## config.mk

```make
export PLATFORM = sky130hd
export DESIGN_NAME = trigger_pattern_gen_flat
export DESIGN_NICKNAME = d
export VERILOG_FILES = /design/src/rtl/trigger_pattern_gen_if.sv /design/src/rtl/trigger_pattern_gen.sv /design/src/flat_wrapper.sv
export SDC_FILE = /design/constraint.sdc
export NUM_CORES = 1
export LEC_CHECK = 0
export CAP_MARGIN = 20
export CORE_MARGIN = 2
export CORE_UTILIZATION = 52
export CTS_CLUSTER_SIZE = 12
export DETAILED_ROUTE_END_ITERATION = 12
export PLACE_DENSITY_LB_ADDON = 0.15
export SKIP_CTS_REPAIR_TIMING = 1
export SLEW_MARGIN = 10
export SYNTH_ARGS = -nofsm -noshare
export SYNTH_HDL_FRONTEND = slang
export SYNTH_SLANG_ARGS = --single-unit
```

## constraint.sdc

```tcl
create_clock -name clk -period 2.8 [get_ports clk]
set_input_delay 0.7 -clock clk [delete_from_list [all_inputs] [get_ports clk]]
set_output_delay 0.7 -clock clk [all_outputs]
set_load 0.05 [all_outputs]
```

## src/rtl/trigger_pattern_gen_if.sv

```systemverilog
// Trigger pattern generator port bundle: write port, playback control and the driven bus.
// PATGEN_LOOP_EN adds the loop control input.
interface trigger_pattern_gen_if #(
  parameter int WIDTH  = 10,
  parameter int DEPTH  = 8,
  parameter int HOLD_W = 4
) ();
  localparam int AW = $clog2(DEPTH);
  localparam int LW = AW + 1;

  // All controls are single-cycle strobes sampled on posedge clk; there is no
  // backpressure. start/wrEn are honoured only while busy=0, abort only while busy=1.
  logic              wrEn;
  logic [AW-1:0]     wrAddr;
  logic [WIDTH-1:0]  wrData;
  logic [HOLD_W-1:0] wrHold;
  logic              start;
  logic [LW-1:0]     startLen;
  logic              abort;
`ifdef PATGEN_LOOP_EN
  logic              loop;
`endif
  logic [WIDTH-1:0]  outBus;
  logic              busy;
  logic              done;
  logic              state_dbg;

  modport master (
    output wrEn, wrAddr, wrData, wrHold, start, startLen, abort,
`ifdef PATGEN_LOOP_EN
    output loop,
`endif
    input  outBus, busy, done, state_dbg
  );

  modport slave (
    input  wrEn, wrAddr, wrData, wrHold, start, startLen, abort,
`ifdef PATGEN_LOOP_EN
    input  loop,
`endif
    output outBus, busy, done, state_dbg
  );
endinterface

```

## src/rtl/trigger_pattern_gen.sv

```systemverilog
// Plays a stored sequence of words onto outBus, each held hold+1 cycles.
// Define PATGEN_LOOP_EN to allow wrapping from the last entry back to entry 0.
module trigger_pattern_gen #(
  parameter int WIDTH  = 10,
  parameter int DEPTH  = 8,
  parameter int HOLD_W = 4
) (
  input logic             clk,
  input logic             rst,
  trigger_pattern_gen_if.slave bus
);
   localparam int AW = $clog2(DEPTH);
   localparam int LW = AW + 1;

   typedef enum logic {IDLE = 1'b0, PLAY = 1'b1} state_t;

   state_t            state_q, state_d;
   logic [AW-1:0]     idx_q, idx_d;
   logic [HOLD_W-1:0] hold_q, hold_d;
   logic [LW-1:0]     len_q, len_d;
   logic [WIDTH-1:0]  out_q, out_d;
   logic              done_q, done_d;

   logic [WIDTH-1:0]  mem_data [DEPTH];
   logic [HOLD_W-1:0] mem_hold [DEPTH];

   logic              loop_en;
   logic              start_ok;
   logic              last_entry;
   logic [AW-1:0]     idx_inc;

`ifdef PATGEN_LOOP_EN
   assign loop_en = bus.loop;
`else
   assign loop_en = 1'b0;
`endif

   assign start_ok   = bus.start && !bus.abort && (bus.startLen != '0) &&
                       (bus.startLen <= LW'(DEPTH));
   assign last_entry = ({1'b0, idx_q} == (len_q - LW'(1)));
   assign idx_inc    = idx_q + AW'(1);

   always_comb begin
      state_d = state_q;
      idx_d   = idx_q;
      hold_d  = hold_q;
      len_d   = len_q;
      out_d   = out_q;
      done_d  = 1'b0;
      case (state_q)
         IDLE: begin
            // Memory is read combinationally here, so a same-cycle write lands after this fetch.
            if (start_ok) begin
               state_d = PLAY;
               idx_d   = '0;
               len_d   = bus.startLen;
               out_d   = mem_data[0];
               hold_d  = mem_hold[0];
            end
         end
         PLAY: begin
            if (bus.abort) begin
               state_d = IDLE;
               idx_d   = '0;
               hold_d  = '0;
               out_d   = '0;
            end else if (hold_q != '0) begin
               hold_d = hold_q - HOLD_W'(1);
            end else if (last_entry) begin
               if (loop_en) begin
                  idx_d  = '0;
                  out_d  = mem_data[0];
                  hold_d = mem_hold[0];
               end else begin
                  state_d = IDLE;
                  idx_d   = '0;
                  out_d   = '0;
                  done_d  = 1'b1;
               end
            end else begin
               idx_d  = idx_inc;
               out_d  = mem_data[idx_inc];
               hold_d = mem_hold[idx_inc];
            end
         end
         default: state_d = IDLE;
      endcase
   end

   always_ff @(posedge clk) begin
      if (rst) begin
         state_q <= IDLE;
         idx_q   <= '0;
         hold_q  <= '0;
         len_q   <= '0;
         out_q   <= '0;
         done_q  <= 1'b0;
      end else begin
         state_q <= state_d;
         idx_q   <= idx_d;
         hold_q  <= hold_d;
         len_q   <= len_d;
         out_q   <= out_d;
         done_q  <= done_d;
      end
   end

   // Pattern memory is deliberately not reset; writes are locked out during playback.
   always_ff @(posedge clk) begin
      if (bus.wrEn && (state_q == IDLE)) begin
         mem_data[bus.wrAddr] <= bus.wrData;
         mem_hold[bus.wrAddr] <= bus.wrHold;
      end
   end

   assign bus.outBus    = out_q;
   assign bus.busy      = (state_q == PLAY);
   assign bus.done      = done_q;
   assign bus.state_dbg = state_q;
endmodule

```

## src/flat_wrapper.sv

```systemverilog
// flat-port wrapper written by rule: the top's interface ports become plain ports
module trigger_pattern_gen_flat 
#(
  parameter int WIDTH  = 10,
  parameter int DEPTH  = 8,
  parameter int HOLD_W = 4
)
  (clk, rst, bus_wrEn, bus_wrAddr, bus_wrData, bus_wrHold, bus_start, bus_startLen, bus_abort, bus_outBus, bus_busy, bus_done, bus_state_dbg);
  trigger_pattern_gen_if #(.WIDTH(WIDTH), .DEPTH(DEPTH), .HOLD_W(HOLD_W)) bus_i ();
  input logic clk;
  input logic rst;
  input wire logic [$bits(bus_i.wrEn)-1:0] bus_wrEn;
  input wire logic [$bits(bus_i.wrAddr)-1:0] bus_wrAddr;
  input wire logic [$bits(bus_i.wrData)-1:0] bus_wrData;
  input wire logic [$bits(bus_i.wrHold)-1:0] bus_wrHold;
  input wire logic [$bits(bus_i.start)-1:0] bus_start;
  input wire logic [$bits(bus_i.startLen)-1:0] bus_startLen;
  input wire logic [$bits(bus_i.abort)-1:0] bus_abort;
  output wire logic [$bits(bus_i.outBus)-1:0] bus_outBus;
  output wire logic [$bits(bus_i.busy)-1:0] bus_busy;
  output wire logic [$bits(bus_i.done)-1:0] bus_done;
  output wire logic [$bits(bus_i.state_dbg)-1:0] bus_state_dbg;
  assign bus_i.wrEn = bus_wrEn;
  assign bus_i.wrAddr = bus_wrAddr;
  assign bus_i.wrData = bus_wrData;
  assign bus_i.wrHold = bus_wrHold;
  assign bus_i.start = bus_start;
  assign bus_i.startLen = bus_startLen;
  assign bus_i.abort = bus_abort;
  assign bus_outBus = bus_i.outBus;
  assign bus_busy = bus_i.busy;
  assign bus_done = bus_i.done;
  assign bus_state_dbg = bus_i.state_dbg;
  trigger_pattern_gen #(.WIDTH(WIDTH), .DEPTH(DEPTH), .HOLD_W(HOLD_W)) u_core (.clk(clk), .rst(rst), .bus(bus_i));
endmodule
```

==> flow_metrics.py, run 1 <==
metrics = {
    "hold_path": {
        "min_path_type": "flop to flop",
    },
    "worst_setup_path": {
        "crit_path_cell_trace": "clkdlybuf4s50_1",
        "cpMaxStageDelayCell": "clkdlybuf4s50_1",
        "r2r-end": "u_core.bus.outBus[0]$_SDFFE_PP0P_",
        "worstPathRequired_ns": 2.10,
        "worstReg2RegStart": "u_core.hold_q[0]$_SDFFE_PP0P_",
        "cp-end-kind": "output port",
        "reg2reg_depth": 7,
        "start_kind": "flop",
        "crit_family": "buffers and inverters",
        "worst_ep_arrival_time_ns": 1.70,
        "worst-path-stages": 1,
        "cp_num_buf_inv": 1,
        "rrSetupSlack_ns": 0.49,
        "critPathLaunch": "u_core.bus.outBus[4]$_SDFFE_PP0P_",
        "cp_max_fo": 2,
        "cpPeakStageDelay_ns": 0.82,
        "critPathKind": "flop to output port",
        "critPathCapture": "bus_outBus[4]",
    },
    "cells_and_area": {
        "post-route-util_pct": 65.5,
        "final_cell_mix": "112 x edfxtp_1, 37 x nor2_1, 36 x clkdlybuf4s50_1, 28 x mux4_2, 22 x dfxtp_1",
        "layout-drive-gt1-share_pct": 25.2,
        "final_common_cell": "edfxtp_1",
        "finalNetCount": 421,
        "num_antenna_cells": 0,
        "syn_to_final_growth_pct": 22.7,
        "fillerInstances": 718,
    },
    "timing": {
        "rsz0062_at_grt": "false",
        "max_freq_ghz": 0.417,
        "fin_crit_ns": 2.40,
        "setup_violations": 0,
        "hold_ws_ns": 0.501,
        "finalCritPeriodShare_pct": 85.6,
        "skew_ns": 0.0103,
        "slew_viol_final": 0,
        "tns_ns": 0,
        "worstMarginPinSlew_ns": 0.873,
        "slew_headroom_pct": 41.6,
        "timing.final.hold_violations": 0,
    },
    "cts": {
        "h-tree-depth": 4,
        "insertion_delay_ns": 0.51,
        "clkTransAtPathRegs_ns": 0.06,
        "cts_tree": "done",
        "clock_sinks": 135,
        "max-clock-path-buffers": 2,
        "clock-root-buffer": "clkbuf_8",
        "cts_buffers": 17,
    },
    "outcome": {
        "status": "finished, final reports clean",
    },
    "routing": {
        "final_antenna_net_count": 0,
        "totalWireLength_um": 11000,
        "initialDrtViolationCount": 198,
        "wl_per_cell_um": 20.3,
        "drc": 0,
        "viasPerCell": 5.67,
        "drtPass1Iterations": 4,
        "num_vias": 3067,
    },
    "yosys": {
        "yosysUniqueCellTypes": 42,
        "ys.warnings.count": 0,
        "async_reset_ff_share_pct": 0,
        "syn_avg_cell_area_um2": 16.6,
        "synth_flop_cell": "edfxtp_1",
        "syn_inst": 331,
        "yosysTopAreaCellShare_pct": 61.3,
        "yosysSeqAreaShare_pct": 69.6,
        "synth_area_um2": 5490,
        "synth_edf_count": 112,
        "ys_ff_latch": 135,
        "syn_nets": 360,
        "synth_top_area_cell": "edfxtp_1",
        "synthTopCellsByArea": "edfxtp_1 61%, mux4_2 11%, dfxtp_1 8.4%, mux2i_1 2.6%, nor2_1 2.5%",
    },
    "floorplanning": {
        "num_rows": 37,
        "core_um2": 10300,
        "dieArea_um2": 11400,
        "io_pins": 39,
        "die_w_um": 107,
        "initial_core_util_pct": 53.4,
        "dieHeight_um": 107,
    },
    "placed_design": {
        "dp.final_hpwl_um": 6770,
        "gp_congestion": 0.762,
        "io_buffers": 38,
    },
    "global_route": {
        "antenna_found_initial": 0,
        "grtUsageTotal_pct": 20.7,
        "grt_pass1_wl_um": 17000,
        "grt-ovfl-total": 0,
        "grt_max_degree": 24,
        "grt_pass1_vias": 3100,
    },
    "power_and_ir_drop": {
        "power.density_nw_per_um2": 705,
        "p_leak_nw": 2.24,
        "ir_drop_v": 0.000412,
        "total_power_mw": 4.75,
    },
    "run": {
        "maxCapViolCount": 0,
    },
}
## sequential cells by signal, indices dropped and copies added, names as in the netlist
name and cells:
u_core.bus.busy 1, u_core.mem_data 80, u_core.len_q 4, u_core.bus.outBus 10
u_core.idx_q 3, u_core.bus.done 1, u_core.mem_hold 32, u_core.hold_q 4
## synthesized netlist by cell type, drive strengths merged (3+ instances only)
library cell,n
o221a,12
edfxtp,112
xor2,4
buf,9
a21oi,5
nand2,16
dfxtp,23
inv,8
ha,3
nor3,17
mux2i,14
mux4,28
nor2,37
clkbuf,7
## metrics by stage
stage | instance area [µm²] | instances | setup slack [ns]
floorplan | 5500 | 331 | 0.217
global placement | 6150 | 509 | 0.148
detailed placement | 6150 | 509 | 0.0969
CTS | 6740 | 541 | 0.384
global route | 6740 | 541 | 0.298
finish | 6740 | 541 | 0.403
## logic make-up after synthesis
group	count (synthesis)	share of synthesized area, %
flops	135	69.6
simple gates	88	7.38
compound gates	33	5.26
fa+ha+maj	3	0.684
mux	42	14.0
xor+xnor	6	0.957
buf+inv	24	2.03
## where the power goes
group	internal (mW)	switching (mW)
Combinational	0.138	0.192
Sequential	2.23	0.0317
Clock	1.29	0.866
Total	3.66	1.09
## per-layer routing
layer  global-route usage (%)  up-vias  wire, µm
met5                        0        -         0
met4                     8.16        0        95
met3                     4.56        9       377
met2                     35.4       62      5660
met1                     25.9     1554      4850
li1                         -     1442         -
## cell type report
cell class | instances | area, µm² | share of cell area [%]
multi-input cells | 172 | 1590 | 23.6
flip-flops and latches | 135 | 3820 | 56.8
inverters | 8 | 30.0 | 0.446
clock buffers | 17 | 414 | 6.15
well taps | 136 | 170 | 2.53
clock inverters | 15 | 168 | 2.49
repair buffers | 58 | 538 | 7.99
## worst min-delay path by stage
stage	from	endpoint	slack, ns	depth (start not counted)
floorplan	u_core.idx_q[1]$_SDFFE_PP0P_	u_core.idx_q[1]$_SDFFE_PP0P_	0.46	2
global placement	u_core.idx_q[1]$_SDFFE_PP0P_	u_core.idx_q[1]$_SDFFE_PP0P_	0.48	2
detailed placement	u_core.idx_q[1]$_SDFFE_PP0P_	u_core.idx_q[1]$_SDFFE_PP0P_	0.49	2
CTS	u_core.idx_q[1]$_SDFFE_PP0P_	u_core.idx_q[1]$_SDFFE_PP0P_	0.50	2
global route	u_core.bus.outBus[6]$_SDFFE_PP0P_	u_core.bus.outBus[6]$_SDFFE_PP0P_	0.52	2
finish	u_core.idx_q[1]$_SDFFE_PP0P_	u_core.idx_q[1]$_SDFFE_PP0P_	0.50	2
No activity file was read; power rests on OpenSTA's default activity.
==> run 2, diff against run 1 <==
==> constraint.sdc (replaced) <==
create_clock -name clk -period 2.8 [get_ports clk]
set_input_delay 0.56 -clock clk [delete_from_list [all_inputs] [get_ports clk]]
set_output_delay 0.56 -clock clk [all_outputs]
set_load 0.05 [all_outputs]
==> flow_metrics.py, run 2 (synthesis results as in run 1) <==
metrics = {
    "hold_path": {
        "min_path_type": "flop to flop",
    },
    "global_route": {
        "grt_pass1_vias": 3217,
        "antenna_found_initial": 0,
        "grt-ovfl-total": 0,
        "grt_max_degree": 32,
        "grtUsageTotal_pct": 21.3,
        "grt_pass1_wl_um": 17500,
    },
    "routing": {
        "wl_per_cell_um": 20.4,
        "num_vias": 3108,
        "final_antenna_net_count": 0,
        "initialDrtViolationCount": 198,
        "totalWireLength_um": 11000,
        "viasPerCell": 5.74,
        "drc": 0,
        "drtPass1Iterations": 6,
    },
    "timing": {
        "max_freq_ghz": 0.416,
        "finalCritPeriodShare_pct": 85.9,
        "hold_ws_ns": 0.507,
        "timing.final.hold_violations": 0,
        "tns_ns": 0,
        "rsz0062_at_grt": "false",
        "slew_headroom_pct": 34.6,
        "skew_ns": 0.0166,
        "setup_slack_ns": 0.395,
        "slew_viol_final": 0,
        "setup_violations": 0,
        "fin_crit_ns": 2.40,
        "worstMarginPinSlew_ns": 0.977,
    },
    "cells_and_area": {
        "syn_to_final_growth_pct": 21.6,
        "final_cell_mix": "112 x edfxtp_1, 38 x clkdlybuf4s50_1, 37 x nor2_1, 28 x mux4_2, 22 x dfxtp_1",
        "finalInstanceArea_um2": 6670,
        "finalNetCount": 421,
        "final_common_cell": "edfxtp_1",
        "layout-drive-gt1-share_pct": 23.5,
        "num_antenna_cells": 0,
        "regMostFlops": "u_core.mem_data",
        "largest_register_ffs": 80,
    },
    "worst_setup_path": {
        "cp_max_fo": 10,
        "worstPathRequired_ns": 3.21,
        "critPathKind": "flop to flop",
        "start_kind": "flop",
        "cp-end-kind": "flop",
        "worst_ep_arrival_time_ns": 2.81,
    },
    "floorplanning": {
        "dieArea_um2": 11400,
        "initial_core_util_pct": 53.4,
        "core_um2": 10300,
        "io_pins": 39,
        "die_w_um": 107,
        "num_rows": 37,
        "dieHeight_um": 107,
    },
    "power_and_ir_drop": {
        "p_int_mw": 3.57,
        "total_power_mw": 4.56,
        "p_clk_share_pct": 43.0,
        "switching_share_pct": 21.8,
        "combinationalPowerShare_pct": 7.4,
        "ir_drop_v": 0.000449,
        "p_sw_mw": 0.995,
        "seq_power_share_pct": 49.6,
        "power.density_nw_per_um2": 684,
        "p_leak_nw": 2.20,
    },
    "placed_design": {
        "placed_area_um2": 6150,
        "dp.final_hpwl_um": 6850,
        "gp_congestion": 0.752,
        "io_buffers": 38,
        "post-place-ws_ns": 0.197,
    },
    "cts": {
        "cts_tree": "done",
        "cts_buffers": 17,
        "insertion_delay_ns": 0.51,
        "max-clock-path-buffers": 2,
        "clock_sinks": 135,
        "clkTransAtPathRegs_ns": 0.06,
        "clock-root-buffer": "clkbuf_8",
        "h-tree-depth": 4,
    },
    "run": {
        "maxCapViolCount": 0,
    },
    "outcome": {
        "status": "finished, final reports clean",
    },
}
[run 2: cell count changes in the layout (fill, tap and decap cells not counted), sizes merged]
cell | before | now
bufinv | 2 | 1
clkbuf | 17 | 23
inv | 15 | 9
clkdlybuf4s50 | 36 | 38
clkinv | 4 | 5
buf | 22 | 20
[run 2: layer usage]
layer	share of wire, %	vias to the layer above	routed length, µm	global-route usage [%]
li1	-	1426	-	-
met1	41	1592	4560	26.2
met2	53	78	5880	36.2
met3	4.0	12	442	5.47
met4	1.2	0	137	8.16
met5	0	-	0	0
[run 2: path summary, 6_finish.rpt]
path	slack, ns	from	depth (start not counted)	end
worst max-delay path	0.40	u_core.hold_q[0]$_SDFFE_PP0P_	7	u_core.bus.outBus[5]$_SDFFE_PP0P_
worst min-delay path	0.51	u_core.bus.outBus[0]$_SDFFE_PP0P_	2	u_core.bus.outBus[0]$_SDFFE_PP0P_
worst max register to register	0.40	u_core.hold_q[0]$_SDFFE_PP0P_	7	u_core.bus.outBus[5]$_SDFFE_PP0P_
worst min register to register	0.51	u_core.bus.outBus[0]$_SDFFE_PP0P_	2	u_core.bus.outBus[0]$_SDFFE_PP0P_
[run 2: worst max-delay path, stage by stage (launching register included)]
cell and delay, ns:
dfxtp_1 0.34, inv_1 0.06, ha_1 0.19, nor3b_1 0.40, nand2b_1 0.24, a21boi_1 0.79
nor2_1 0.14, nor3_1 0.16
[run 2: power groups by stage]
stage / combinational (mW) / clock (mW) / sequential (mW)
2_1_floorplan: 0.144 / 0 / 2.35
3_3_place_gp: 0.327 / 0 / 2.30
3_5_place_dp: 0.335 / 0 / 2.30
4_1_cts: 0.338 / 2.01 / 2.26
5_1_grt: 0.361 / 2.11 / 2.27
6_report: 0.336 / 1.96 / 2.26
[run 2: metrics by stage]
step                instances  utilization [%]
CTS                       541             64.9
global route              541             64.9
floorplan                 331                -
detailed placement        509             59.8
finish                    541             64.9
global placement          509             59.8
[run 2: cell type report]
class,count,area (µm²)
fillers,748,3600
well taps,136,170
clock buffers,23,447
multi-input cells,172,1590
inverters,8,30.0
clock inverters,9,81.3
repair buffers,58,531
flip-flops and latches,135,3820
==> run 3, diff against run 2 <==
- ABC_CLOCK_PERIOD_IN_PS: not set -> 2800
==> results of run 3 <==
Same layout as run 2: the final DEF is identical, and so are final timing and power.
==> variant: new RTL, settings of run 1 <==
Reset style: asynchronous (`rst`), changed in one clocked block.
--- a/src/rtl/trigger_pattern_gen.sv
+++ b/src/rtl/trigger_pattern_gen.sv
@@ -88,5 +88,5 @@
    end
 
-   always_ff @(posedge clk) begin
+   always_ff @(posedge clk or posedge rst) begin
       if (rst) begin
          state_q <= IDLE;
Check against the original RTL: differs if rst is asserted again (counterexample within 4 cycles, from zero or initial values and one cycle with rst high); with rst held inactive, the same outputs for 4 cycles.
==> variant against run 1 <==
Worst hold slack improved by 0.011 ns; routed wire length shrank 3.2%; sequential cell count stayed put; area after synthesis rose by 2.5%; setup slack worse by 0.093 ns; critical endpoint is now u_core.idx_q[2]$_DFFE_PP0P_; critical path type is now reg2reg; final area is 2.9% higher; count of clock-buffer cells in the layout increased by 2; final cell count is 7.0% lower; largest cell class unchanged.
Power is not compared: it rests on default switching activity, and its combinational part moved more than twofold at a synthesized area within 25%.
==> variant: results (changes against run 1) <==
Status -> complete, no violations
Delay of the slowest cell on the worst path -> 0.60 ns (-0.22 ns)
Initial DRC count -> 197 (-0.51%)
Hold Crit Class -> reg2reg
Crit path max fanout -> 13 (+11)
Compound-cell area share of the yosys netlist -> 0.0527 (+0.0000699)
Seq/Total Area, Yosys -> 0.700 (+0.00373)
Delay-heaviest family, CP -> compound AO/OA/AOI/OAI gates
Vias in the first global route -> 3060 (-1.3%)
Area contributors post-synth -> edfxtp_1, mux4_2, dfrtp_1
Mux cell area share after synthesis -> 0.169 (+0.0291)
Worst Clk Skew -> 0.00886 ns (-0.00147 ns)
CP max stage cell -> a22oi_2
Fin nets -> 383 (-9.0%)
Hold_sp -> u_core.bus.outBus[1]$_DFFE_PP0P_
Avg Vias per Cell -> 5.78 (+2.0%)
Layout cells sized above 1 -> 0.286 (+0.0343)
Crit path from -> u_core.len_q[0]$_DFFE_PP0P_
Placed Area -> 6270 sq um (+2.0%)
Worst EP arrival -> 2.87 ns (+1.17 ns)
Post-synth EDFFs -> 112 (unchanged)
GRT Overall Usage -> 0.200 (-0.00761)
Post-synth top cells -> edfxtp_1, mux4_2, dfrtp_1, mux2i_1, o2bb2ai_1
1st-pass router iterations -> 4 (unchanged)
Async set-reset flop share out of synthesis -> 0.170 (+0.170)
Worst-Margin Slew -> 0.732 ns (-0.142 ns)
Synth Net Count -> 321 (-11%)
Yosys cell types -> 50 (+19%)
Post-DP HPWL -> 6.52 mm (-3.7%)
First-pass GRT wire length -> 16.6 mm (-2.2%)
-- variant: cell count changes in the layout (fill, tap and decap cells not counted), sizes merged, moves of 6 or more --
cell | run 1 | this run
o2bb2ai | 1 | 11
mux2 | 0 | 15
o221a | 12 | 0
nor2 | 37 | 9
inv | 15 | 9
nor3 | 17 | 6
dfxtp | 23 | 0
nand2 | 16 | 7
dfrtp | 0 | 23
-- variant: worst paths after layout --
check | to | cells after the start | slack [ns]
min in group asynchronous | u_core.bus.outBus[2]$_DFFE_PP0P_ | 3 | 0.55
max in group asynchronous | u_core.idx_q[0]$_DFFE_PP0P_ | 3 | 1.98
worst min register to register | u_core.bus.outBus[1]$_DFFE_PP0P_ | 1 | 0.51
worst max register to register | u_core.idx_q[2]$_DFFE_PP0P_ | 7 | 0.31
worst max-delay path | u_core.idx_q[2]$_DFFE_PP0P_ | 7 | 0.31
worst min-delay path | u_core.bus.outBus[1]$_DFFE_PP0P_ | 1 | 0.51
-- variant: routing by layer --
metal	GRT usage	vias to the layer above	routed length (microns)
li1	-	1327	-
met1	0.272	1493	4710
met2	0.324	78	5300
met3	0.0542	10	523
met4	0.0513	0	92
met5	0	-	0
-- variant: metrics by stage --
| step | util | TNS [ns] | cells |
|---|---|---|---|
| after floorplan | - | -0.877 | 292 |
| after global placement | 0.602 | 0 | 471 |
| after detailed placement | 0.602 | 0 | 471 |
| after CTS | 0.665 | 0 | 503 |
| after global routing | 0.665 | 0 | 503 |
| final | 0.665 | 0 | 503 |
-- variant: cell type report --
class,count,area [sq um]
flip-flops and latches,135,3940
fillers,705,3490
multi-input cells,138,1600
repair buffers,56,546
clock buffers,19,432
clock inverters,13,218
well taps,136,170
inverters,6,22.5
